## config.mk

```make
export PLATFORM = sky130hd
export DESIGN_NAME = maxmin_feeder
export DESIGN_NICKNAME = d
export VERILOG_FILES = /design/src/rtl/maxmin_pkg.sv /design/src/rtl/feeder_buf.sv /design/src/rtl/maxmin_feeder.sv
export SDC_FILE = /design/constraint.sdc
export NUM_CORES = 1
export LEC_CHECK = 0
export BUFFER_PORTS_ARGS = -buffer_cell sky130_fd_sc_hd__buf_4
export CORE_ASPECT_RATIO = 0.8
export CORE_UTILIZATION = 50
export CTS_CLUSTER_SIZE = 30
export DETAILED_ROUTE_END_ITERATION = 8
export PLACE_DENSITY_LB_ADDON = 0.2
export SETUP_SLACK_MARGIN = 0.05
export SKIP_CTS_REPAIR_TIMING = 1
export SLEW_MARGIN = 20
export SYNTH_ARGS = -nofsm -noshare
export SYNTH_HDL_FRONTEND = slang
export SYNTH_HIERARCHICAL = 1
export SYNTH_SLANG_ARGS = --single-unit
```

## constraint.sdc

```tcl
create_clock -name clk -period 2.33 [get_ports clk]
set_input_delay 0 -clock clk [delete_from_list [all_inputs] [get_ports clk]]
set_output_delay 0 -clock clk [all_outputs]
set_load 0.005 [all_outputs]
```

## src/rtl/maxmin_pkg.sv

```systemverilog
// Shared constants for the maxmin feeder: default geometry, FSM encoding and
// the alternating-sign ramp used as the built-in test pattern.
package maxmin_pkg;

  localparam int DEF_WIDTH   = 16;
  localparam int DEF_DEPTH   = 16;
  localparam int DEF_TIMEOUT = 64;

  localparam logic [1:0] ST_IDLE = 2'd0;
  localparam logic [1:0] ST_SEND = 2'd1;
  localparam logic [1:0] ST_WAIT = 2'd2;
  localparam logic [1:0] ST_DONE = 2'd3;

  // g(k) = k+1 for even k, -(k+1) for odd k; callers truncate to their width
  function automatic logic [31:0] ramp_val(input logic [31:0] k);
    logic [31:0] mag;
    mag = k + 32'd1;
    if (k[0]) begin
      ramp_val = (~mag) + 32'd1;
    end else begin
      ramp_val = mag;
    end
  endfunction

endpackage

```

## src/rtl/feeder_buf.sv

```systemverilog
// DEPTH x WIDTH sample store: async-clear, one synchronous write port and one
// combinational read port.
module feeder_buf #(
  parameter int WIDTH = 16,
  parameter int DEPTH = 16,
  parameter int AW    = $clog2(DEPTH)
) (
  input  logic             clk,
  input  logic             rst_ni,
  input  logic             we_i,
  input  logic [AW-1:0]    waddr_i,
  input  logic [WIDTH-1:0] wdata_i,
  input  logic [AW-1:0]    raddr_i,
  output logic [WIDTH-1:0] rdata_o
);

  logic [WIDTH-1:0] mem_q [DEPTH];

  // storage array, cleared by reset
  always_ff @(posedge clk or negedge rst_ni) begin
    if (!rst_ni) begin
      for (int i = 0; i < DEPTH; i++) begin
        mem_q[i] <= '0;
      end
    end else if (we_i) begin
      mem_q[waddr_i] <= wdata_i;
    end
  end

  assign rdata_o = mem_q[raddr_i];

endmodule

```

## src/rtl/maxmin_feeder.sv

```systemverilog
// Stream source and result collector for the maxmin block: sends DEPTH samples
// (buffer or ramp), waits for the consumer's rdy and captures its result.
module maxmin_feeder
  import maxmin_pkg::*;
#(
  parameter int WIDTH   = DEF_WIDTH,
  parameter int DEPTH   = DEF_DEPTH,
  parameter int TIMEOUT = DEF_TIMEOUT
) (
  input  logic                     clk,
  input  logic                     rst,
  input  logic                     wr_en,
  input  logic [$clog2(DEPTH)-1:0] wr_addr,
  input  logic [WIDTH-1:0]         wr_data,
  input  logic                     mode,
  input  logic                     start,
  output logic [WIDTH-1:0]         din,
  output logic                     din_vld,
  input  logic                     rdy,
  input  logic [WIDTH-1:0]         dout,
  output logic [WIDTH-1:0]         result,
  output logic                     busy,
  output logic                     done,
  output logic                     err
);

  localparam int AW = $clog2(DEPTH);
  localparam int CW = $clog2(TIMEOUT + 1);
  localparam logic [AW-1:0] IDX_LAST = AW'(DEPTH - 1);
  localparam logic [CW-1:0] CNT_LAST = CW'(TIMEOUT - 1);

  logic [1:0]       state_q, state_d;
  logic [AW-1:0]    idx_q, idx_d;
  logic [CW-1:0]    cnt_q, cnt_d;
  logic             mode_q, mode_d;
  logic             err_q, err_d;
  logic [WIDTH-1:0] cap_q, cap_d;

  logic [WIDTH-1:0] din_q;
  logic             din_vld_q;
  logic [WIDTH-1:0] result_q;
  logic             busy_q;
  logic             done_q;

  logic             buf_we_s;
  logic [WIDTH-1:0] buf_rdata_s;
  logic [WIDTH-1:0] ramp_s;
  logic [WIDTH-1:0] sample_s;

  // the buffer is frozen while a run is in flight
  assign buf_we_s = wr_en && ((state_q == ST_IDLE) || (state_q == ST_DONE));

  feeder_buf #(
    .WIDTH (WIDTH),
    .DEPTH (DEPTH),
    .AW    (AW)
  ) u_buf (
    .clk     (clk),
    .rst_ni  (rst),
    .we_i    (buf_we_s),
    .waddr_i (wr_addr),
    .wdata_i (wr_data),
    .raddr_i (idx_q),
    .rdata_o (buf_rdata_s)
  );

  assign ramp_s   = WIDTH'(ramp_val(32'(idx_q)));
  assign sample_s = mode_q ? ramp_s : buf_rdata_s;

  // next-state logic for the run sequencer, index and timeout counters
  always_comb begin
    state_d = state_q;
    idx_d   = idx_q;
    cnt_d   = cnt_q;
    mode_d  = mode_q;
    err_d   = err_q;
    cap_d   = cap_q;
    case (state_q)
      ST_IDLE: begin
        if (start) begin
          state_d = ST_SEND;
          mode_d  = mode;
          err_d   = 1'b0;
          idx_d   = '0;
        end else begin
          state_d = ST_IDLE;
        end
      end
      ST_SEND: begin
        idx_d = idx_q + AW'(1);
        if (idx_q == IDX_LAST) begin
          state_d = ST_WAIT;
          cnt_d   = '0;
        end else begin
          state_d = ST_SEND;
        end
      end
      ST_WAIT: begin
        // rdy takes priority over a timeout expiring in the same cycle
        if (rdy) begin
          cap_d   = dout;
          state_d = ST_DONE;
        end else if (cnt_q == CNT_LAST) begin
          err_d   = 1'b1;
          state_d = ST_IDLE;
        end else begin
          cnt_d = cnt_q + CW'(1);
        end
      end
      ST_DONE: begin
        state_d = ST_IDLE;
      end
      default: begin
        state_d = ST_IDLE;
      end
    endcase
  end

  // sequencer state registers
  always_ff @(posedge clk or negedge rst) begin
    if (!rst) begin
      state_q <= ST_IDLE;
      idx_q   <= '0;
      cnt_q   <= '0;
      mode_q  <= 1'b0;
      err_q   <= 1'b0;
      cap_q   <= '0;
    end else begin
      state_q <= state_d;
      idx_q   <= idx_d;
      cnt_q   <= cnt_d;
      mode_q  <= mode_d;
      err_q   <= err_d;
      cap_q   <= cap_d;
    end
  end

  // registered outputs, decoded from the current state one cycle behind it
  always_ff @(posedge clk or negedge rst) begin
    if (!rst) begin
      din_q     <= '0;
      din_vld_q <= 1'b0;
      result_q  <= '0;
      busy_q    <= 1'b0;
      done_q    <= 1'b0;
    end else begin
      din_q     <= (state_q == ST_SEND) ? sample_s : '0;
      din_vld_q <= (state_q == ST_SEND);
      busy_q    <= (state_q == ST_SEND) || (state_q == ST_WAIT);
      done_q    <= (state_q == ST_DONE);
      result_q  <= (state_q == ST_DONE) ? cap_q : result_q;
    end
  end

  assign din     = din_q;
  assign din_vld = din_vld_q;
  assign result  = result_q;
  assign busy    = busy_q;
  assign done    = done_q;
  assign err     = err_q;

endmodule
```

==> results of run 1 <==
## power by group through the flow
stage / combinational [mW] / clock [mW] / sequential [mW]
final: 7.27 / 5.43 / 9.02
after global routing: 7.83 / 5.81 / 9.31
after CTS: 7.15 / 5.56 / 9.02
after detailed placement: 7.10 / 0 / 9.11
after global placement: 6.95 / 0 / 9.03
after floorplan: 5.30 / 0 / 8.61
## worst min-delay path: stages
cell and delay (ns):
buf_4 0.15, nand3b_1 0.17, mux2_2 0.17
## layout make-up
type	instances	area (um2)
Fill cell	2217	11000
Sequential cell	322	8060
Multi-Input combinational cell	556	6000
Timing Repair Buffer	184	1690
Clock buffer	48	1010
Tap cell	370	463
Clock inverter	10	109
Inverter	7	26.3
## worst paths after layout
kind / slack (ns) / cells after the start / end / startpoint
min: 0.01 / 3 / u_buf/mem_q[228] / wr_addr[0]
max reg2reg: 0.18 / 7 / u_buf/mem_q[192] / state_q[0]
max: 0.18 / 7 / u_buf/mem_q[192] / state_q[0]
max in group asynchronous: 1.43 / 3 / u_buf/mem_q[204] / rst
min reg2reg: 0.50 / 1 / result[6] / cap_q[6]
min in group asynchronous: 0.10 / 2 / u_buf/mem_q[209] / rst
## through the flow
stage	cells	TNS [ns]	util, %
after detailed placement	1396	0	55.8
final	1497	0	61.3
after floorplan	958	0	-
after CTS	1454	-0.0868	59.8
after global placement	1396	0	55.8
after global routing	1497	0	61.3
## registers in the layout, indices dropped and copies added, names as in the netlist
signal and count:
u_buf/mem_q 256, state_q 2, busy 1, cnt_q 7, err 1, din 16
cap_q 16, idx_q 4, din_vld 1, mode_q 1, done 1, result 16
## cell families (layout without fill, tap and decap cells)
group                      Yosys count  in the layout  share of synthesized area (%)
AOI/OAI and AO/OA                   81             81                           3.96
xor gates and xnor gates             2              2                          0.121
adders and majority gates            7              7                          0.607
buffers and inverters               80            249                           2.71
DFF                                322            322                           55.8
muxes                              358            358                           32.9
and+or+nand+nor                    108            108                           3.87
## synth_stat cells, types with 2 or more instances
master    instances
nand3_1           7
nor2b_1           8
mux2_1            3
nand4b_1          2
buf_6             4
ha_1              7
o31ai_1           3
inv_1             5
dfrtp_1         322
o21ai_0          10
and3_1            2
mux4_2           64
nor3_1            4
clkbuf_1         36
nand2_1          34
buf_4             2
mux2_2          287
nand4_1           2
a22oi_1          32
o211ai_1          3
nand2b_1          7
xnor2_1           2
nor2_1           18
a211oi_1          3
nor2_2            8
nand3b_1          5
buf_2            24
o21a_1            7
buf_8             2
buf_1             5
or3_1             5
mux2i_1           4
a21oi_1          10
and2_1            2
## metal layers
layer	vias up	track usage, %	wire (um)
li1	3844	-	-
met1	4654	37.0	16400
met2	180	34.1	15200
met3	41	3.40	1360
met4	0	5.10	461
met5	-	0	0
==> reports/metrics.cfg, run 1 <==
[global_routing]
antenna_found_initial=0
grt_overflow_total=0
grt_pass1_vias=8661
track_usage_pct=23.4
grt_max_degree=92
grt_pass1_wl_um=52200

[synthesis]
yosys.area.top_type=dfrtp_1
syn_nets=1007
synth_area_leaders=dfrtp_1, mux2_2, mux4_2, a22oi_1, clkbuf_1
netlist_instances=958
yosys_warnings=6
synth.distinct_cells=53
synth-edff-count=0
async_reset_ff_share_pct=100
ys_seq_elements=322
synth.top_cell.area_share_pct=55.8
seq_area_frac_synth_pct=55.8
syn_area_um2=14400
syn_area_per_cell_um2=15.1
synthFlopType=dfrtp_1

[sta]
finalHoldViolations=0
min_period_over_period_pct=92.5
finClkSkew_ns=0.00925
slew_headroom_pct=48.4
finalCriticalPeriod_ns=2.15
rsz0062_at_grt=no
fin_ws_ns=0.175
fmax_mhz=464
finalSetupViolations=0
tightestPinTransition_ns=0.775
drv_slew=0
hold-worst-slack_ns=0.0111

[clock_network]
cts_sinks=322
worstSkewPairLatency_ns=0.51
numCtsBuffers=34
cts_tree=built
htreeDepth=2
clk_pin_slew_worst_paths_ns=0.06
cts.path.max_buffers=3
cts_root_buffer=clkbuf_16

[place]
gp_congestion=0.794
place_ws_ns=0.00472
portBuffers=77
place_hpwl_um=21000
placed_area_um2=15800

[final_layout]
drive_gt1_share_pct=50.6
mostFrequentLayoutCell=dfrtp_1
design_area_um2=17400
syn_to_final_growth_pct=20.4
final_cell_mix=dfrtp_1, mux2_2, buf_4
nNetsFinal=1154
insertedDiodeCount=0

[drt]
route.detailed.drc=0
ant_nets=0
vias=8719
drtIter0Drc=562
vias_per_cell=5.82
dr.pass1.iters=4
drt_wl_total_um=33300
wire_per_inst_um=22.3

[die]
num_rows=55
initial_core_util_pct=50.9
die-area_um2=29500
die_h_um=154
chipWidth_um=192
core_um2=28400
boundaryPins=78

[worst_setup_path]
critPathTopFamily=simple AND/OR/NAND/NOR gates
worstSetupEndpointType=flip-flop
arrival_ns=2.55
path_class=reg2reg
path_buf_inv=2
startpoint_type=flip-flop
crit_chain=inv_1, ha_1, nor2b_4, nor3b_4, and3_1, buf_12, mux2_2
worst_path_largest_cell_delay_ns=0.40
path_max_fanout=15
crit_slowest_cell=dfrtp_1
critical_path_required_ns=2.73

[power]
power.internal_mw=15.3
pwr-share-seq_pct=41.5
power_mw=21.7
swShare_pct=29.3
power_density_nw_per_um2=1250
p_leak_nw=8.00
switching_power_mw=6.37
power.share.clock_pct=25.0
p_comb_share_pct=33.5
worst_ir_drop_vdd_uv=704

[outcome]
status=completed

[min_path]
hp-class=in2reg

[run]
cap_violations=0

(Power assumes the default switching activity.)
==> run 2: changes to the inputs <==
- clock period: 2.33 -> 2.55 ns (I/O delays scaled with it)
==> run 2 against run 1 <==
Net effect: power shrank 11%; first-iteration DRC count is 0.53% higher; clock power is 17% lower; clock skew up 0.0053 ns; via count is 2.1% lower; wire length is 2.8% lower; largest cell class unchanged.
==> reports/metrics.cfg, run 2 (same netlist as run 1, synthesis figures left out) <==
[worst_setup_path]
path_buf_inv=2
path_class=reg2reg
r2r_cells=7
worstSetupEndpointType=flip-flop
critPathTopFamily=simple AND/OR/NAND/NOR gates
rr_startpoint=state_q[0]
crit_chain=inv_1, ha_1, nor2b_1, nor3b_2, and3_1, buf_12, mux2_2
crit_slowest_cell=dfrtp_1
rrSetupSlack_ns=0.18
critical_path_required_ns=3.00
cp-startpoint=state_q[0]
worst_path_largest_cell_delay_ns=0.40
r2r-end=u_buf/mem_q[202]
arrival_ns=2.82
path_max_fanout=15
startpoint_type=flip-flop

[final_layout]
mostFrequentLayoutCell=dfrtp_1
nNetsFinal=1133
drive_gt1_share_pct=49.2
fill_cells=2153
final_cell_mix=dfrtp_1, mux2_2, buf_4
regMostFlops=u_buf/mem_q
syn_to_final_growth_pct=18.5
design_area_um2=17100
insertedDiodeCount=0
largest_reg_flops=256

[clock_network]
cts_tree=built
cts_sinks=322
htreeDepth=1
clk_pin_slew_worst_paths_ns=0.06
worstSkewPairLatency_ns=0.57
cts_root_buffer=clkbuf_16
numCtsBuffers=31
cts.path.max_buffers=3

[die]
core_um2=28400
die_h_um=154
die-area_um2=29500
boundaryPins=78
num_rows=55
chipWidth_um=192
initial_core_util_pct=50.9

[power]
pwr-share-seq_pct=42.9
power.internal_mw=13.5
p_leak_nw=7.84
worst_ir_drop_vdd_uv=687
swShare_pct=29.8
power_density_nw_per_um2=1130
switching_power_mw=5.76
power.share.clock_pct=23.4
p_comb_share_pct=33.6

[drt]
dr.pass1.iters=5
vias_per_cell=5.77
drtIter0Drc=565
vias=8533
drt_wl_total_um=32400
wire_per_inst_um=21.9
route.detailed.drc=0
ant_nets=0

[global_routing]
grt_max_degree=75
track_usage_pct=22.9
antenna_found_initial=0
grt_overflow_total=0
grt_pass1_vias=8705
grt_pass1_wl_um=51800

[min_path]
hp-class=in2async

[sta]
finalSetupViolations=0
fmax_mhz=422
rsz0062_at_grt=no
slew_headroom_pct=46.5
finalCriticalPeriod_ns=2.37
finClkSkew_ns=0.0146
drv_slew=0
hold-worst-slack_ns=0.00504
finalHoldViolations=0
fin_setup_tns_ns=0
fin_ws_ns=0.181
min_period_over_period_pct=92.9
tightestPinTransition_ns=0.803

[place]
portBuffers=77
place_hpwl_um=20700
place_ws_ns=0.204
gp_congestion=0.771
placed_area_um2=15700

[run]
cap_violations=0

[outcome]
status=completed

## run 2: cell count changes in the layout (fill, tap and decap cells not counted)
cell / previous run / this run
clkbuf_1: 4 / 9
clkbuf_16: 35 / 31
clkinv_4: 0 / 1
clkbuf_8: 9 / 5
nor3b_2: 0 / 1
buf_4: 129 / 110
buf_12: 17 / 18
nor2b_4: 1 / 0
nor3b_4: 1 / 0
clkinvlp_4: 2 / 0
clkinv_2: 5 / 8
nor2b_1: 6 / 7
## run 2: cell type report
| cell class | instances | area (um2) | area share (%) |
|---|---|---|---|
| Inverter | 7 | 26.3 | 0.154 |
| Sequential cell | 322 | 8060 | 47.1 |
| Clock inverter | 12 | 118 | 0.688 |
| Timing Repair Buffer | 166 | 1570 | 9.19 |
| Tap cell | 370 | 463 | 2.71 |
| Multi-Input combinational cell | 556 | 5990 | 35.0 |
| Clock buffer | 45 | 878 | 5.13 |
## run 2: per-layer routing
| metal | up-vias | wire [um] | share of wire (%) | global-route usage, % |
|---|---|---|---|---|
| li1 | 3794 | - | - | - |
| met1 | 4529 | 15400 | 48 | 35.4 |
| met2 | 175 | 14900 | 46 | 34.0 |
| met3 | 35 | 1600 | 5.0 | 4.57 |
| met4 | 0 | 418 | 1.3 | 4.08 |
| met5 | - | 0 | 0 | 0 |
## run 2: worst max-delay path by stage
stage / slack [ns] / endpoint / cells past startpoint
2_1_floorplan: 0.38 / u_buf/mem_q[197] / 8
3_5_place_dp: 0.20 / u_buf/mem_q[206] / 7
3_3_place_gp: 0.27 / u_buf/mem_q[197] / 7
5_1_grt: 0.11 / u_buf/mem_q[200] / 7
4_1_cts: 0.19 / u_buf/mem_q[202] / 7
6_report: 0.18 / u_buf/mem_q[202] / 7
## run 2: per-stage QoR
step                      utilization, %  std cells  power [mW]
after detailed placement            55.5       1384        14.8
after global routing                60.3       1478        20.4
after CTS                           59.0       1441        19.4
final                               60.3       1478        19.3
after floorplan                        -        958        12.7
after global placement              55.5       1384        14.6
## run 2: power by group through the flow
| stage | sequential [mW] | combinational (mW) | clock, mW |
|---|---|---|---|
| 3_3_place_gp | 8.28 | 6.32 | 0 |
| 6_report | 8.28 | 6.49 | 4.52 |
| 5_1_grt | 8.57 | 7.00 | 4.85 |
| 4_1_cts | 8.28 | 6.48 | 4.63 |
| 2_1_floorplan | 7.86 | 4.84 | 0 |
| 3_5_place_dp | 8.36 | 6.45 | 0 |
==> run 3: changes to the inputs <==
- HOLD_SLACK_MARGIN: unset -> 0.02
- clock period: 2.55 -> 2.1 ns (I/O delays scaled with it)
==> run 3 against run 2 <==
Net effect: wire length rose by 9.0%; cell count rose by 2.7%; register-to-register slack got worse by 0.10 ns; setup slack got worse by 0.10 ns; critical path type unchanged.
==> reports/metrics.cfg, run 3 (same netlist as run 1, synthesis figures left out) <==
[sta]
tightestPinTransition_ns=0.588
finalSetupViolations=0
slew_headroom_pct=60.8
min_period_over_period_pct=96.3
drv_slew=0
finClkSkew_ns=0.00858
finalCriticalPeriod_ns=2.02
rsz0062_at_grt=yes
finalHoldViolations=0
fmax_mhz=494

[final_layout]
syn_to_final_growth_pct=24.5
final_cell_mix=dfrtp_1, mux2_2, buf_4
design_area_um2=18000
insertedDiodeCount=0
mostFrequentLayoutCell=dfrtp_1
regMostFlops=u_buf/mem_q
largest_reg_flops=256
fin_cells=1518
fill_cells=2149
drive_gt1_share_pct=53.0
nNetsFinal=1177
final_core_util_pct=63.4

[die]
boundaryPins=78
initial_core_util_pct=50.9
die-area_um2=29500
num_rows=55
core_um2=28400
chipWidth_um=192
die_h_um=154

[place]
placed_area_um2=16000
dp.cells=1400
place_hpwl_um=20600
gp_congestion=0.808
portBuffers=77

[run]
cap_violations=0

[worst_setup_path]
arrival_ns=2.42
rr_startpoint=idx_q[0]
worst_path_largest_cell_delay_ns=0.52
critical_path_required_ns=2.50
startpoint_type=flip-flop
worstSetupEndpointType=flip-flop
cp-startpoint=idx_q[0]
crit_chain=buf_12, buf_12, buf_4, mux4_2, a22oi_1, nand2_2, nor2_1, nor2_1
crit_slowest_cell=dfrtp_4
path_max_fanout=7
path_class=reg2reg

[drt]
vias=8860
dr.pass1.iters=5
route.detailed.drc=0
drtIter0Drc=462
ant_nets=0
vias_per_cell=5.84
wire_per_inst_um=23.3
drt_wl_total_um=35300

[clock_network]
worstSkewPairLatency_ns=0.51
cts.path.max_buffers=3
cts_root_buffer=clkbuf_16
htreeDepth=2
cts_tree=built
numCtsBuffers=34
cts_sinks=322
clk_pin_slew_worst_paths_ns=0.06

[power]
worst_ir_drop_vdd_uv=817
power_density_nw_per_um2=1410
p_leak_nw=8.23

[global_routing]
use_met3_pct=4.57
grt_pass1_wl_um=53300
grt.met1_usage_pct=34.9
grt_overflow_total=0
grtUsageMet2_pct=37.4
grt_pass1_vias=8973
antenna_found_initial=0
top_usage_layer=met2
grt_max_degree=72
track_usage_pct=23.9

[outcome]
status=completed

[min_path]
hp-class=in2async

==> run 3: layout make-up <==
type | instances | area [um2] | area share [%]
clock buffers | 48 | 985 | 5.48
repair buffers | 207 | 2130 | 11.9
flip-flops and latches | 322 | 8060 | 44.9
inverters | 7 | 26.3 | 0.146
multi-input cells | 556 | 6150 | 34.2
clock inverters | 8 | 146 | 0.815
well taps | 370 | 463 | 2.58
==> run 3: critical path, delay by kind of cell, from the launching register on <==
| family | cells | cell delay, ns |
|---|---|---|
| mux | 1 | 0.43 |
| simple gates | 3 | 0.31 |
| flops | 1 | 0.52 |
| buf+inv | 3 | 0.45 |
| compound gates | 1 | 0.20 |
==> run 3: power by group <==
group,switching [mW],internal (mW),leakage [nW]
sequential,1.27,8.68,4.19
clock,2.37,3.75,0.552
combinational,3.77,5.45,3.49
==> run 3: path summary, 6_finish.rpt <==
check                           cells after the start                to  slack, ns
max in group asynchronous                           3   u_buf/mem_q[38]       1.28
worst min-delay path                                2  u_buf/mem_q[127]       0.07
worst max-delay path                                8            din[6]       0.08
min in group clk                                    4  u_buf/mem_q[185]       0.15
worst min register to register                      1   u_buf/mem_q[61]       0.50
worst max register to register                      8            din[6]       0.08
==> run 3: per-layer routing <==
layer | share of wire (%) | vias to the layer above
li1 | - | 3885
met1 | 46 | 4744
met2 | 47 | 189
met3 | 5.3 | 42
met4 | 1.7 | 0
met5 | 0 | -
==> run 3: metrics by stage <==
stage / power (mW) / hold WS [ns] / setup TNS (ns) / setup slack (ns)
after CTS: 24.4 / -0.508 / -0.0999 / -0.0179
after global placement: 17.9 / 0.0231 / 0 / 0.0396
after floorplan: 15.4 / -0.296 / 0 / 0.0102
after global routing: 26.7 / 0.114 / -0.00499 / -0.00214
after detailed placement: 18.2 / 0.0239 / -0.00207 / -0.00207
final: 25.3 / 0.0746 / 0 / 0.0771
